$ cat src/rtl/checkers_pkg.sv
// Shared types and constants for the checkers board-exchange path.
package checkers_pkg;

   localparam int BOARD_W         = 256;
   localparam int TIMEOUT_DEFAULT = 1_000_000;

   typedef enum logic [2:0] {
      ST_IDLE      = 3'd0,
      ST_WAIT_PEER = 3'd1,
      ST_START     = 3'd2,
      ST_SENDING   = 3'd3,
      ST_DONE      = 3'd4,
      ST_ERROR     = 3'd5
   } link_state_t;

endpackage

$ cat src/rtl/board_link_ctrl_if.sv
// Software/serializer/deserializer signal bundle for board_link_ctrl.
interface board_link_if #(
   parameter int BOARD_W = checkers_pkg::BOARD_W
) ();
   logic               send_req;
   logic [BOARD_W-1:0] send_board;
   logic               send_ack;
   logic               send_err;
   logic [BOARD_W-1:0] tx_board;
   logic               tx_start;
   logic               tx_busy;
   logic               peer_ready;
   logic               local_ready;
   logic               rx_new;
   logic [BOARD_W-1:0] rx_board_in;
   logic [BOARD_W-1:0] rx_board;
   logic               rx_valid;
   logic               rx_ack;
   logic               rx_overrun;
   logic [2:0]         state;

   // master: software + serializer side; slave: the controller
   modport master (
      output send_req, send_board, tx_busy, peer_ready, rx_new, rx_board_in, rx_ack,
      input  send_ack, send_err, tx_board, tx_start, local_ready, rx_board, rx_valid,
             rx_overrun, state
   );
   modport slave (
      input  send_req, send_board, tx_busy, peer_ready, rx_new, rx_board_in, rx_ack,
      output send_ack, send_err, tx_board, tx_start, local_ready, rx_board, rx_valid,
             rx_overrun, state
   );
endinterface

$ cat src/rtl/board_link_ctrl_sync2.sv
// 2-FF synchronizer for a single asynchronous GPIO input.
module sync2 (
   input  logic clk,
   input  logic rst_n,
   input  logic d,
   output logic q
);
   logic s1_q, s2_q;

   always_ff @(posedge clk or negedge rst_n) begin
      if (!rst_n) begin
         s1_q <= 1'b0;
         s2_q <= 1'b0;
      end else begin
         s1_q <= d;
         s2_q <= s1_q;
      end
   end

   assign q = s2_q;
endmodule

$ cat src/rtl/board_link_ctrl.sv
// Board-exchange sequencer: snapshot + single serializer launch on TX,
// holding register with software acknowledge on RX.
module board_link_ctrl
   import checkers_pkg::*;
#(
   parameter int BOARD_W        = checkers_pkg::BOARD_W,
   parameter int TIMEOUT_CYCLES = TIMEOUT_DEFAULT,
   parameter int CNT_W          = 20   // 2**CNT_W must exceed TIMEOUT_CYCLES
) (
   input  logic        clk,
   input  logic        rst,
   board_link_if.slave link
);
   link_state_t        state_q, state_d;
   logic [CNT_W-1:0]   cnt_q, cnt_d;
   logic               busy_seen_q, busy_seen_d;
   logic [BOARD_W-1:0] tx_board_q, tx_board_d;
   logic               tx_start_q, tx_start_d;
   logic               send_ack_q, send_ack_d;
   logic               send_err_q, send_err_d;
   logic [BOARD_W-1:0] rx_board_q, rx_board_d;
   logic               rx_valid_q, rx_valid_d;
   logic               rx_overrun_q, rx_overrun_d;
   logic               local_ready_q, local_ready_d;
   logic               peer_rdy_s;
   logic               timeout;

   sync2 u_peer_sync (
      .clk   (clk),
      .rst_n (rst),
      .d     (link.peer_ready),
      .q     (peer_rdy_s)
   );

   assign timeout = (cnt_q == CNT_W'(TIMEOUT_CYCLES - 1));

   always_comb begin
      state_d     = state_q;
      cnt_d       = cnt_q;
      busy_seen_d = busy_seen_q;
      tx_board_d  = tx_board_q;
      case (state_q)
         ST_IDLE: begin
            if (link.send_req) begin
               state_d    = ST_WAIT_PEER;
               tx_board_d = link.send_board;
               cnt_d      = '0;
            end
         end
         ST_WAIT_PEER: begin
            if (peer_rdy_s)   state_d = ST_START;
            else if (timeout) state_d = ST_ERROR;
            else              cnt_d   = cnt_q + CNT_W'(1);
         end
         ST_START: begin
            state_d     = ST_SENDING;
            cnt_d       = '0;
            busy_seen_d = 1'b0;
         end
         ST_SENDING: begin
            // completion needs a seen busy period so a slow serializer is not mistaken for done
            if (busy_seen_q && !link.tx_busy) state_d = ST_DONE;
            else if (timeout)                 state_d = ST_ERROR;
            else begin
               cnt_d = cnt_q + CNT_W'(1);
               if (link.tx_busy) busy_seen_d = 1'b1;
            end
         end
         ST_DONE, ST_ERROR: begin
            if (!link.send_req) state_d = ST_IDLE;
         end
         default: state_d = ST_IDLE;
      endcase
      tx_start_d = (state_d == ST_START);
      send_ack_d = (state_d == ST_DONE);
      send_err_d = (state_d == ST_ERROR);
   end

   always_comb begin
      rx_board_d   = rx_board_q;
      rx_valid_d   = rx_valid_q;
      rx_overrun_d = rx_overrun_q;
      if (link.rx_new) begin
         // an ack in the same cycle frees the holding register for the new board
         if (!rx_valid_q || link.rx_ack) rx_board_d   = link.rx_board_in;
         else                            rx_overrun_d = 1'b1;
         rx_valid_d = 1'b1;
      end else if (link.rx_ack) begin
         rx_valid_d = 1'b0;
      end
      local_ready_d = ~rx_valid_d;
   end

   always_ff @(posedge clk or negedge rst) begin
      if (!rst) begin
         state_q       <= ST_IDLE;
         cnt_q         <= '0;
         busy_seen_q   <= 1'b0;
         tx_board_q    <= '0;
         tx_start_q    <= 1'b0;
         send_ack_q    <= 1'b0;
         send_err_q    <= 1'b0;
         rx_board_q    <= '0;
         rx_valid_q    <= 1'b0;
         rx_overrun_q  <= 1'b0;
         local_ready_q <= 1'b1;
      end else begin
         state_q       <= state_d;
         cnt_q         <= cnt_d;
         busy_seen_q   <= busy_seen_d;
         tx_board_q    <= tx_board_d;
         tx_start_q    <= tx_start_d;
         send_ack_q    <= send_ack_d;
         send_err_q    <= send_err_d;
         rx_board_q    <= rx_board_d;
         rx_valid_q    <= rx_valid_d;
         rx_overrun_q  <= rx_overrun_d;
         local_ready_q <= local_ready_d;
      end
   end

   assign link.state       = state_q;
   assign link.tx_board    = tx_board_q;
   assign link.tx_start    = tx_start_q;
   assign link.send_ack    = send_ack_q;
   assign link.send_err    = send_err_q;
   assign link.rx_board    = rx_board_q;
   assign link.rx_valid    = rx_valid_q;
   assign link.rx_overrun  = rx_overrun_q;
   assign link.local_ready = local_ready_q;
endmodule

$ cat src/flat_wrapper.sv
// flat-port wrapper written by rule: the top's interface ports become plain ports
module board_link_ctrl_flat import checkers_pkg::*;
#(
   parameter int BOARD_W        = checkers_pkg::BOARD_W,
   parameter int TIMEOUT_CYCLES = TIMEOUT_DEFAULT,
   parameter int CNT_W          = 20                                         
)
  (clk, rst, link_send_req, link_send_board, link_tx_busy, link_peer_ready, link_rx_new, link_rx_board_in, link_rx_ack, link_send_ack, link_send_err, link_tx_board, link_tx_start, link_local_ready, link_rx_board, link_rx_valid, link_rx_overrun, link_state);
  board_link_if #(.BOARD_W(BOARD_W)) link_i ();
  input  logic clk;
  input  logic rst;
  input wire logic [$bits(link_i.send_req)-1:0] link_send_req;
  input wire logic [$bits(link_i.send_board)-1:0] link_send_board;
  input wire logic [$bits(link_i.tx_busy)-1:0] link_tx_busy;
  input wire logic [$bits(link_i.peer_ready)-1:0] link_peer_ready;
  input wire logic [$bits(link_i.rx_new)-1:0] link_rx_new;
  input wire logic [$bits(link_i.rx_board_in)-1:0] link_rx_board_in;
  input wire logic [$bits(link_i.rx_ack)-1:0] link_rx_ack;
  output wire logic [$bits(link_i.send_ack)-1:0] link_send_ack;
  output wire logic [$bits(link_i.send_err)-1:0] link_send_err;
  output wire logic [$bits(link_i.tx_board)-1:0] link_tx_board;
  output wire logic [$bits(link_i.tx_start)-1:0] link_tx_start;
  output wire logic [$bits(link_i.local_ready)-1:0] link_local_ready;
  output wire logic [$bits(link_i.rx_board)-1:0] link_rx_board;
  output wire logic [$bits(link_i.rx_valid)-1:0] link_rx_valid;
  output wire logic [$bits(link_i.rx_overrun)-1:0] link_rx_overrun;
  output wire logic [$bits(link_i.state)-1:0] link_state;
  assign link_i.send_req = link_send_req;
  assign link_i.send_board = link_send_board;
  assign link_i.tx_busy = link_tx_busy;
  assign link_i.peer_ready = link_peer_ready;
  assign link_i.rx_new = link_rx_new;
  assign link_i.rx_board_in = link_rx_board_in;
  assign link_i.rx_ack = link_rx_ack;
  assign link_send_ack = link_i.send_ack;
  assign link_send_err = link_i.send_err;
  assign link_tx_board = link_i.tx_board;
  assign link_tx_start = link_i.tx_start;
  assign link_local_ready = link_i.local_ready;
  assign link_rx_board = link_i.rx_board;
  assign link_rx_valid = link_i.rx_valid;
  assign link_rx_overrun = link_i.rx_overrun;
  assign link_state = link_i.state;
  board_link_ctrl #(.BOARD_W(BOARD_W), .TIMEOUT_CYCLES(TIMEOUT_CYCLES), .CNT_W(CNT_W)) u_core (.clk(clk), .rst(rst), .link(link_i));
endmodule
$ cat config.mk
export PLATFORM = sky130hd
export DESIGN_NAME = board_link_ctrl_flat
export DESIGN_NICKNAME = d
export VERILOG_FILES = /design/src/rtl/checkers_pkg.sv /design/src/rtl/board_link_ctrl_if.sv /design/src/rtl/board_link_ctrl_sync2.sv /design/src/rtl/board_link_ctrl.sv /design/src/flat_wrapper.sv
export SDC_FILE = /design/constraint.sdc
export NUM_CORES = 1
export LEC_CHECK = 0
export ABC_AREA = 1
export CAP_MARGIN = 15
export CORE_AREA = 2 2 409 411
export DETAILED_ROUTE_END_ITERATION = 16
export DIE_AREA = 0 0 411 413
export PLACE_DENSITY_LB_ADDON = 0.25
export SETUP_SLACK_MARGIN = 0.4
export SLEW_MARGIN = 40
export SYNTH_ARGS = -nofsm -noshare
export SYNTH_HDL_FRONTEND = slang
export SYNTH_SLANG_ARGS = --single-unit
$ cat constraint.sdc
create_clock -name clk -period 1.58 [get_ports clk]
set_clock_uncertainty 0.15 [all_clocks]
set_input_delay 0.316 -clock clk [delete_from_list [all_inputs] [get_ports clk]]
set_output_delay 0.316 -clock clk [all_outputs]
set_load 0.05 [all_outputs]
==> reports/metrics.yaml, run 1 <==
status: "finished, violations left"
violations: "hold timing, setup timing"
max_stage_delay_ns: 0.42
synth_area_leaders: "dfrtp_1 65%, nand2_1 15%, mux2_2 14%"
synth-main-ff-cell: "dfrtp_1"
finalCritPeriodShare: 1.17
clkPwrFrac: 0.191
synth.most_common_cell: "nand2_1"
critical_path.startpoint_type: "flop"
hold_ws_ns: -0.0395
synth-edff-count: 0
io_buffers: 1039
irDropWorstVdd_mv: 1.24
path_delay_family: "buffers and inverters"
endpoint_kind: "flop"
fp.dieW_um: 411
layout.nets: 3984
area_growth_pct: 132
dp_hpwl_mm: 85.0
clock_path_buffers: 3
p_seq_frac: 0.257
cts_tree: "done"
worstSetupPathType: "reg2reg"
routed_wl_mm: 113
ys_top_cells_by_count: "856 x nand2_1, 543 x dfrtp_1, 256 x mux2_2"
p_int_mw: 52.8
drive_gt1_frac: 0.384
remaining_drc_errors: 0
tns_ns: -160.09
wl_per_cell_um: 19.6
synth_top_area_share: 0.649
clkLatencyLatePin_ns: 0.69
ctsHoldBuffers: 231
gp_congestion: 0.816
grt_pass1_wl_mm: 152
drv_cap: 0
arrival_ns: 2.30
antenna_found_initial: 13
fmax_ghz: 0.540
p_leak_nw: 22.1
finalHoldViolCount: 13
synthDistinctLibCells: 31
die-area_um2: 170000
vias: 19400
syn_area_per_cell_um2: 11.1
htree_levels: 3
die_y_um: 413
slowest_stage: "dfrtp_2"
cts_buffers: 75
worstMarginPinSlew_ns: 0.475
cts_root_buf: "clkbuf_16"
crit_chain: "buf_6, nor2_4, nand2_2, nor2_4, buf_12, buf_12, buf_16, clkbuf_16, nand2_4, nand2_2"
finalPower_mw: 90.0
gr-total-overflow: 0
worstPathMaxFanout: 5
maxSlewHeadroom: 0.682
ys_warn_count: 0
p_switching_mw: 37.3
start_util: 0.126
coreArea_um2: 166000
rrSetupSlack_ns: -0.27
hp-class: "in2async"
drtAntennaViolNets: 0
ys_ff_latch: 544
finish.utilization: 0.293
crit_required_ns: 2.03
power.share.switching: 0.414
grt_pass1_vias: 20300
io_pins: 1040
fill_cells: 17000
rsz0062_at_grt: "yes"
dr.pass1.iters: 5
cts.reportedPaths.clkPinSlew_ns: 0.06
worst-path-buf-inv: 5
p_per_area_nw_per_um2: 1850
synthCells: 1893
drtIter0Drc: 936
cts_sinks: 544
grt_usage: 0.124
vias_per_cell: 3.39
p_comb_frac: 0.552
finalMaxSlewViolations: 0
fin_crit_ns: 1.85
grt_start_max_net_pins: 50
setup_ws_ns: -0.272
synth_largest_area_cell: "dfrtp_1"
syn_nets: 2413
rows: 150
synth_area_um2: 20900
async_flop_share: 1.00
ys_seq_area_frac: 0.650
finalSetupViolations: 1049
[cell families after synthesis]
| family | synth area share |
|---|---|
| compound gates | 0.00472 |
| mux | 0.138 |
| fa+ha+maj | 0.000597 |
| flops | 0.650 |
| buf+inv | 0.0268 |
| simple gates | 0.176 |
| xor+xnor | 0.00418 |
[power groups by stage]
| stage | Combinational [mW] | Clock (mW) | Sequential [mW] |
|---|---|---|---|
| after CTS | 48.3 | 17.9 | 23.1 |
| after floorplan | 6.89 | 0 | 35.1 |
| after detailed placement | 45.0 | 0 | 23.3 |
| after global placement | 44.9 | 0 | 23.3 |
| after global routing | 51.8 | 18.5 | 23.6 |
| final | 49.7 | 17.2 | 23.1 |
[stage by stage]
step / area (um^2) / setup WS (ns) / instances
after floorplan: 21800 / -0.0799 / 1893
after global placement: 41400 / -0.489 / 5220
after detailed placement: 41400 / -0.491 / 5220
after CTS: 47600 / -0.371 / 5691
after global routing: 48700 / -0.369 / 5727
final: 48700 / -0.272 / 5728
[placed cells by master, fill, tap and decap left out, types with 19 or more instances in the layout]
master	synthesis	final
buf_12	0	590
nand2_2	6	66
mux2_2	256	144
nand3_1	28	20
inv_1	24	21
clkbuf_8	0	19
clkdlybuf4s50_1	0	517
nor2_1	42	40
nand2_1	856	788
buf_4	1	165
clkbuf_16	0	103
dlygate4sd3_1	0	231
mux2_4	0	112
dfrtp_1	543	499
buf_6	3	22
dfrtp_2	0	44
[flip-flops by register name (all words and copies together), names as in the netlist, 3 cells and up]
name	flops
u_core.cnt_q	20
u_core.link.rx_board	256
u_core.link.state	3
u_core.link.tx_board	256
[cell type report]
class                      instances  area (um^2)  area share
antenna                            4         10.0    0.000206
clock buffer                     109         2240      0.0460
clock inverter                    24          239     0.00491
inverter                          27          118     0.00242
multi-input combinational       1236         7520       0.155
sequential                       544        13700       0.281
tap                             2204         2760      0.0567
timing repair buffer            1580        22100       0.454
[layer usage]
metal	vias up	track usage	part of all wire
met3	149	0.0398	0.064
li1	9180	-	-
met2	607	0.210	0.50
met4	8	0.0433	0.030
met1	9490	0.147	0.40
met5	-	0	0.00043
[repair_timing]
action,CTS,global route
setup endpoints to repair,1060,1063
gates resized for setup,95,109
gates cloned,16,30
endpoints found under the hold margin,774,13
setup buffers,91,3
pin swaps,5,37
[path summary, 6_finish.rpt]
path                       cells after the start                               endpoint                         startpoint
max in group asynchronous                      4  u_core.link.tx_board[114]$_DFFE_PN0P_                                rst
hold reg to reg                                0         u_core.u_peer_sync.q$_DFF_PN0_  u_core.u_peer_sync.s1_q$_DFF_PN0_
setup reg to reg                              10  u_core.link.tx_board[113]$_DFFE_PN0P_     u_core.link.state[1]$_DFF_PN0_
hold / removal                                 2         u_core.link.state[1]$_DFF_PN0_                                rst
setup / recovery                              10  u_core.link.tx_board[113]$_DFFE_PN0P_     u_core.link.state[1]$_DFF_PN0_
min in group clk                               3  u_core.link.tx_board[234]$_DFFE_PN0P_               link_send_board[234]
(Power assumes the default switching activity.)
==> run 2, diff against run 1 <==
--- a/config.mk
+++ b/config.mk
@@ -8,8 +8,10 @@
 export ABC_AREA = 1
 export CAP_MARGIN = 15
 export CORE_AREA = 2 2 409 411
+export CTS_CLUSTER_DIAMETER = 150
 export DETAILED_ROUTE_END_ITERATION = 16
 export DIE_AREA = 0 0 411 413
+export GPL_TIMING_DRIVEN = 0
 export PLACE_DENSITY_LB_ADDON = 0.25
 export SETUP_SLACK_MARGIN = 0.4
 export SLEW_MARGIN = 40
==> reports/metrics.yaml, run 2 (synthesis results as in run 1) <==
slowest_stage: "dfrtp_2"
cts_sinks: 544  # unchanged
seq_area_um2: 13700  # about the same
grt_start_max_net_pins: 96  # +92%
cts_root_buf: "clkbuf_16"
dpl_cell_area_um2: 35100  # -15%
dp_hpwl_mm: 83.1  # -2.2%
drive_gt1_frac: 0.486  # +0.102
p_per_area_nw_per_um2: 1870  # +0.87%
status: "finished, violations left"
vias: 20000  # +3.0%
cts_buffers: 73  # -2.7%
irDropWorstVdd_mv: 1.35  # +8.3%
area_growth_pct: 120
crit_required_ns: 1.98  # -0.05 ns
gr-total-overflow: 0  # unchanged
layout_common_cells: "536 x buf_6, 517 x clkdlybuf4s50_1, 509 x dfrtp_1, 488 x nand2_1, 252 x nand2_2"
io_pins: 1040  # unchanged
worst-path-buf-inv: 5  # unchanged
finalHoldViolCount: 227  # +214
max_stage_delay_ns: 0.44  # +0.02 ns
wl_per_cell_um: 20.0  # +1.9%
die-area_um2: 170000  # unchanged
worstPathMaxFanout: 8  # +3
grt_pass1_wl_mm: 149  # -1.6%
clkLatencyLatePin_ns: 0.66  # -0.03 ns
finalSetupViolations: 999  # -4.8%
arrival_ns: 2.25  # -0.05 ns
die_y_um: 413  # unchanged
htree_levels: 3  # unchanged
drtIter0Drc: 916  # -2.1%
finalMaxSlewViolations: 0  # unchanged
grt_pass1_vias: 19700  # -2.9%
rows: 150  # unchanged
endpoint_kind: "flop"
final_common_cell: "buf_6"
setup_ws_ns: -0.272  # -0.000572 ns
remaining_drc_errors: 0  # unchanged
hp-class: "in2async"
coreArea_um2: 166000  # unchanged
cts_tree: "done"
antenna_found_initial: 16  # +3
stdcell_area_um2: 46100  # -5.2%
io_buffers: 1039  # unchanged
hold_ws_ns: -0.618  # -0.579 ns
vias_per_cell: 3.45  # +1.7%
dr.pass1.iters: 4  # -1
crit_chain: "nor2_4, nand2_2, nor2_4, buf_12, inv_12, buf_12, clkbuf_16, clkbuf_16, nand2_4, nand2_2"
fill_cells: 17300  # +1.9%
drv_cap: 0  # unchanged
gp_congestion: 0.806  # -1.3%
worstMarginPinSlew_ns: 0.536  # +0.0613 ns
grt_usage: 0.123  # -0.00109
fin_crit_ns: 1.85  # +0.000572 ns
ctsHoldBuffers: 211  # -8.7%
worstSetupPathType: "reg2reg"
clock_path_buffers: 3  # unchanged
finalCritPeriodShare: 1.17  # about the same
critical_path.startpoint_type: "flop"
drtAntennaViolNets: 0  # unchanged
finalPower_mw: 86.1  # -4.4%
routed_wl_mm: 116  # +3.1%
violations: "hold timing, setup timing"
layout.nets: 4051  # +1.7%
fmax_ghz: 0.540  # about the same
p_leak_nw: 21.3  # -3.7%
rsz0062_at_grt: "yes"
fp.dieW_um: 411  # unchanged
cts.reportedPaths.clkPinSlew_ns: 0.06  # about the same
maxSlewHeadroom: 0.643  # -0.0399
multi_input_area_um2: 8940  # +19%
path_delay_family: "buffers and inverters"
start_util: 0.126  # unchanged
run 2: changes by cell type in the layout (fill, tap and decap cells not counted), moves of 29 or more:
cell / previous run / this run
nand2_4: 8 / 118
buf_8: 11 / 40
nand2_1: 788 / 488
buf_4: 165 / 237
buf_12: 590 / 38
buf_6: 22 / 536
nand2_2: 66 / 252
run 2: final timing paths:
kind / cells after the start / slack (ns) / end / from
min in group clk: 3 / 0.08 / u_core.link.tx_board[1]$_DFFE_PN0P_ / link_send_board[1]
hold reg to reg: 0 / 0.20 / u_core.u_peer_sync.q$_DFF_PN0_ / u_core.u_peer_sync.s1_q$_DFF_PN0_
hold / removal: 1 / -0.62 / u_core.link.tx_board[116]$_DFFE_PN0P_ / rst
setup / recovery: 10 / -0.27 / u_core.link.tx_board[150]$_DFFE_PN0P_ / u_core.link.state[1]$_DFF_PN0_
max in group asynchronous: 4 / 0.16 / u_core.link.rx_board[86]$_DFFE_PN0P_ / rst
setup reg to reg: 10 / -0.27 / u_core.link.tx_board[150]$_DFFE_PN0P_ / u_core.link.state[1]$_DFF_PN0_
run 2: area by class of cell:
cell class / instances / area share
tap: 2204 / 0.0598
antenna: 11 / 0.000597
clock inverter: 22 / 0.00564
multi-input combinational: 1234 / 0.194
sequential: 544 / 0.296
inverter: 27 / 0.00258
buffer: 88 / 0.0301
clock buffer: 105 / 0.0452
timing repair buffer: 1563 / 0.366
run 2: worst reg2reg max path, cell delays in order (launching register included):
cell and delay [ns]:
dfrtp_2 0.44, nor2_4 0.13, nand2_2 0.07, nor2_4 0.12, buf_12 0.15, inv_12 0.05, buf_12 0.15, clkbuf_16 0.20
clkbuf_16 0.19, nand2_4 0.06, nand2_2 0.04
run 2: report_power, final:
group	internal [mW]	leakage [nW]	total, mW	switching (mW)
Clock	9.72	1.16	16.7	6.98
Sequential	18.2	6.55	21.9	3.71
Combinational	20.0	13.6	47.5	27.5
run 2: what timing repair did:
item | 4_1_cts | 5_1_grt
setup endpoints to repair | 1245 | 1245
resized for setup | 3801 | 586
gates cloned | 11 | 44
endpoints found under the hold margin | 438 | 227
buffers inserted | 102 | 150
pin swaps | 25 | 106
run 2: per-stage QoR:
| step | setup slack (ns) | hold slack, ns | setup TNS (ns) | std cells | utilization |
|---|---|---|---|---|---|
| global placement | -30.95 | 0.192 | - | 5136 | 0.211 |
| global route | -0.322 | -0.674 | -196.74 | 5791 | 0.278 |
| finish | -0.272 | -0.618 | -125.81 | 5798 | 0.278 |
| CTS | -0.370 | -0.691 | -181.71 | 5593 | 0.253 |
| detailed placement | -1.72 | 0.0791 | -460.92 | 5142 | 0.212 |
| floorplan | -0.0799 | -0.130 | -18.87 | 1893 | - |
run 2: layer usage:
metal  share of wire  up-vias  track usage
met5         0.00066        -            0
li1                -     9335            -
met1            0.42     9910        0.153
met4           0.029       12       0.0399
met3           0.065      146       0.0387
met2            0.49      605        0.201
==> patch: new RTL, config.mk and constraints of run 1 <==
Set the package constant `TIMEOUT_DEFAULT` to 750_000 (it was 1_000_000).
--- a/src/rtl/checkers_pkg.sv
+++ b/src/rtl/checkers_pkg.sv
@@ -2,7 +2,7 @@
 package checkers_pkg;
 
    localparam int BOARD_W         = 256;
-   localparam int TIMEOUT_DEFAULT = 1_000_000;
+   localparam int TIMEOUT_DEFAULT = 750_000;
 
    typedef enum logic [2:0] {
       ST_IDLE      = 3'd0,
Check against the original RTL: not settled (the Yosys comparison gave no result); the edit may change what the design does.
==> patch against run 1 <==
- the flow finishes with violations (negative setup slack)
- fmax fell by 5.5%
- sequential cell count unchanged
- via count shrank 0.68%
- routed wire length is 2.1% higher
- die area unchanged
- global-route usage up 0.30 points
- synthesized area grew 0.27%
- design area grew 1.4%
- worst setup slack worse by 0.11 ns
- critical path depth rose by 2
- total power is essentially flat
- critical endpoint is now u_core.link.tx_board[68]$_DFFE_PN0P_
- largest cell class unchanged
==> patch: results (changes against run 1) <==
Outcome
The flow ran to the end, but the final reports show violations. The checks that failed: negative setup slack.

Synthesis
The share of flip-flops with an asynchronous set or reset after synthesis is 1.00 (unchanged). By count the netlist is led by 859 x sky130_fd_sc_hd__nand2_1, 543 x sky130_fd_sc_hd__dfrtp_1, 256 x sky130_fd_sc_hd__mux2_2. The number of unique standard cell types used by synthesis is 30 (-3.2%).

The post-synth net total is 2417 (+0.17%). The count of synthesis-stage warnings from yosys came to 0 (unchanged). The sequential area share after synthesis is 0.648 (-0.00178). Among all flip-flop cells after synthesis, the most frequent one is sky130_fd_sc_hd__dfrtp_1. The count of mapped cells out of synthesis is 1897 (+0.21%). Ranked by total cell area, the synthesized netlist is headed by sky130_fd_sc_hd__dfrtp_1 65%, sky130_fd_sc_hd__nand2_1 15%, sky130_fd_sc_hd__mux2_2 14%.

Worst setup path
Following the worst setup path forward leads to its endpoint at u_core.link.tx_board[68]$_DFFE_PN0P_. In this run the worst setup path begins at u_core.link.state[2]$_DFF_PN0_. The signal arrival time at the worst endpoint is 2.34 ns (+0.04 ns).

The length in cells of the worst reg-to-reg path was 12 (+2). The maximum fanout along the worst path is 9 (+4).

Placement
The final estimated routing congestion in global placement is 0.781 (-4.4%). The estimated wirelength of the detail-placed design is 81100 um (-4.6%). The number of cells after detailed placement is 5208 (-0.23%). The pre-CTS worst setup slack was -0.653 ns (-0.163 ns). The placement-stage cell area is 0.0412 mm^2 (-0.42%). The count of port buffers added during placement is 1039 (unchanged).

GRT
The initial antenna violation count is 19 (+6). The overall track demand over capacity in global routing is 0.127 (+0.00296). The via count of the first global-routing pass is 20.2k (-0.74%). The largest net degree at the start of global routing came to 61 (+22%). The global-route wire length before repair is 154000 um (+1.8%).

Clocking
The level count of the clock H-tree came to 3 (unchanged). The TritonCTS buffer count is 74 (-1.3%). The maximum buffer depth of the clock tree is 3 (unchanged). The clock network latency to the later pin of the worst-skew pair is 0.64 ns (-0.05 ns). The clock input transition at the sequential cells of the worst setup and hold paths is 0.05 ns. The root buffer cell is sky130_fd_sc_hd__clkbuf_16. The post-cts hold buffer count is 121 (-48%).

Routing
The per-cell routed wire length is 20.3 um (+3.1%). The number of DRC markers in iteration 0 was 974 (+4.1%). The total detailed-routing wirelength was 115000 um (+2.1%). The count of vias placed by the detailed router is 19.3k (-0.68%). The number of detailed-route iterations in the first pass was 4 (-1).

Final layout
The share of cells above drive strength 1 came to 0.461 (+0.0769). The final-stage net count came to 3927 (-1.4%). The layout filler cell count is 16.9k (-0.39%).

Timing
The worst hold margin is 0.00901 ns (+0.0485 ns). The actual transition at the worst max-transition pin came to 0.724 ns (+0.249 ns). The total negative slack for setup checks is -172.35 ns (-12.26 ns). The number of failing setup endpoints in the final timing report came to 1058 (+0.86%). The final worst setup slack came to -0.380 ns (-0.108 ns).

Min path
The min-delay analysis places its worst path in the category in -> async.

Pwr
The static power due to leakage is 22.5 nW (+2.0%). The maximum VDD drop is 1310 uV (+5.7%).
==> patch: cell count changes after synthesis, moves of 2 or more <==
cell / before / now
sky130_fd_sc_hd__inv_1: 24 / 26
sky130_fd_sc_hd__nand2_1: 856 / 859
sky130_fd_sc_hd__nand2_2: 6 / 3
sky130_fd_sc_hd__nand2_4: 1 / 3
sky130_fd_sc_hd__nand3_1: 28 / 22
sky130_fd_sc_hd__nor2_1: 42 / 44
sky130_fd_sc_hd__nor3_1: 3 / 1
sky130_fd_sc_hd__o21ai_2: 0 / 7
sky130_fd_sc_hd__o21bai_1: 5 / 3
==> patch: worst max-delay path, stage by stage, from the launching register on <==
cell	delay, ns
sky130_fd_sc_hd__dfrtp_2	0.41
sky130_fd_sc_hd__buf_6	0.13
sky130_fd_sc_hd__nor2_4	0.12
sky130_fd_sc_hd__nand2_2	0.07
sky130_fd_sc_hd__nor2_4	0.13
sky130_fd_sc_hd__buf_12	0.13
sky130_fd_sc_hd__buf_12	0.11
sky130_fd_sc_hd__buf_12	0.11
sky130_fd_sc_hd__inv_16	0.07
sky130_fd_sc_hd__buf_12	0.15
sky130_fd_sc_hd__buf_16	0.13
sky130_fd_sc_hd__nand2_1	0.07
sky130_fd_sc_hd__nand2_2	0.05
==> patch: area by class of cell <==
| class | instances | area [um^2] | area share |
|---|---|---|---|
| repair inverters | 5 | 106 | 0.00215 |
| clock inverters | 17 | 173 | 0.00350 |
| flip-flops and latches | 544 | 13700 | 0.277 |
| well taps | 2204 | 2760 | 0.0559 |
| inverters | 30 | 134 | 0.00271 |
| clock buffers | 110 | 2100 | 0.0425 |
| repair buffers | 1510 | 21700 | 0.440 |
| diodes | 8 | 20.0 | 0.000406 |
| multi-input cells | 1242 | 8660 | 0.175 |
==> patch: metal layers <==
metal  track usage  vias to the layer above  wire length (um)  part of all wire
met2         0.216                      620             57700              0.50
met3        0.0402                      149              7980             0.069
li1              -                     9101                 -                 -
met1         0.151                     9411             46000              0.40
met4        0.0403                       20              3120             0.027
met5             0                        -               152            0.0013
==> patch: report_power, final <==
part	total [mW]	internal [mW]	switching, mW	leakage, nW
Clock	16.1	9.49	6.63	1.10
Combinational	50.6	25.0	25.6	14.9
Sequential	23.3	18.2	5.07	6.53
Total	90.1	52.7	37.3	22.5
==> patch: repair_timing <==
item                                   4_1_cts  5_1_grt
endpoints found under the hold margin      663       12
cloned                                      41       21
buffers inserted                           113       31
setup endpoints to repair                 1059     1060
pin swaps                                   69      103
resized for setup                          271      321
==> patch: cell families after synthesis <==
group,share of synthesized area
xor gates and xnor gates,0.00459
DFF,0.648
AOI/OAI and AO/OA,0.00769
buffers and inverters,0.0271
adders and majority gates,0.000596
muxes,0.137
and+or+nand+nor,0.174
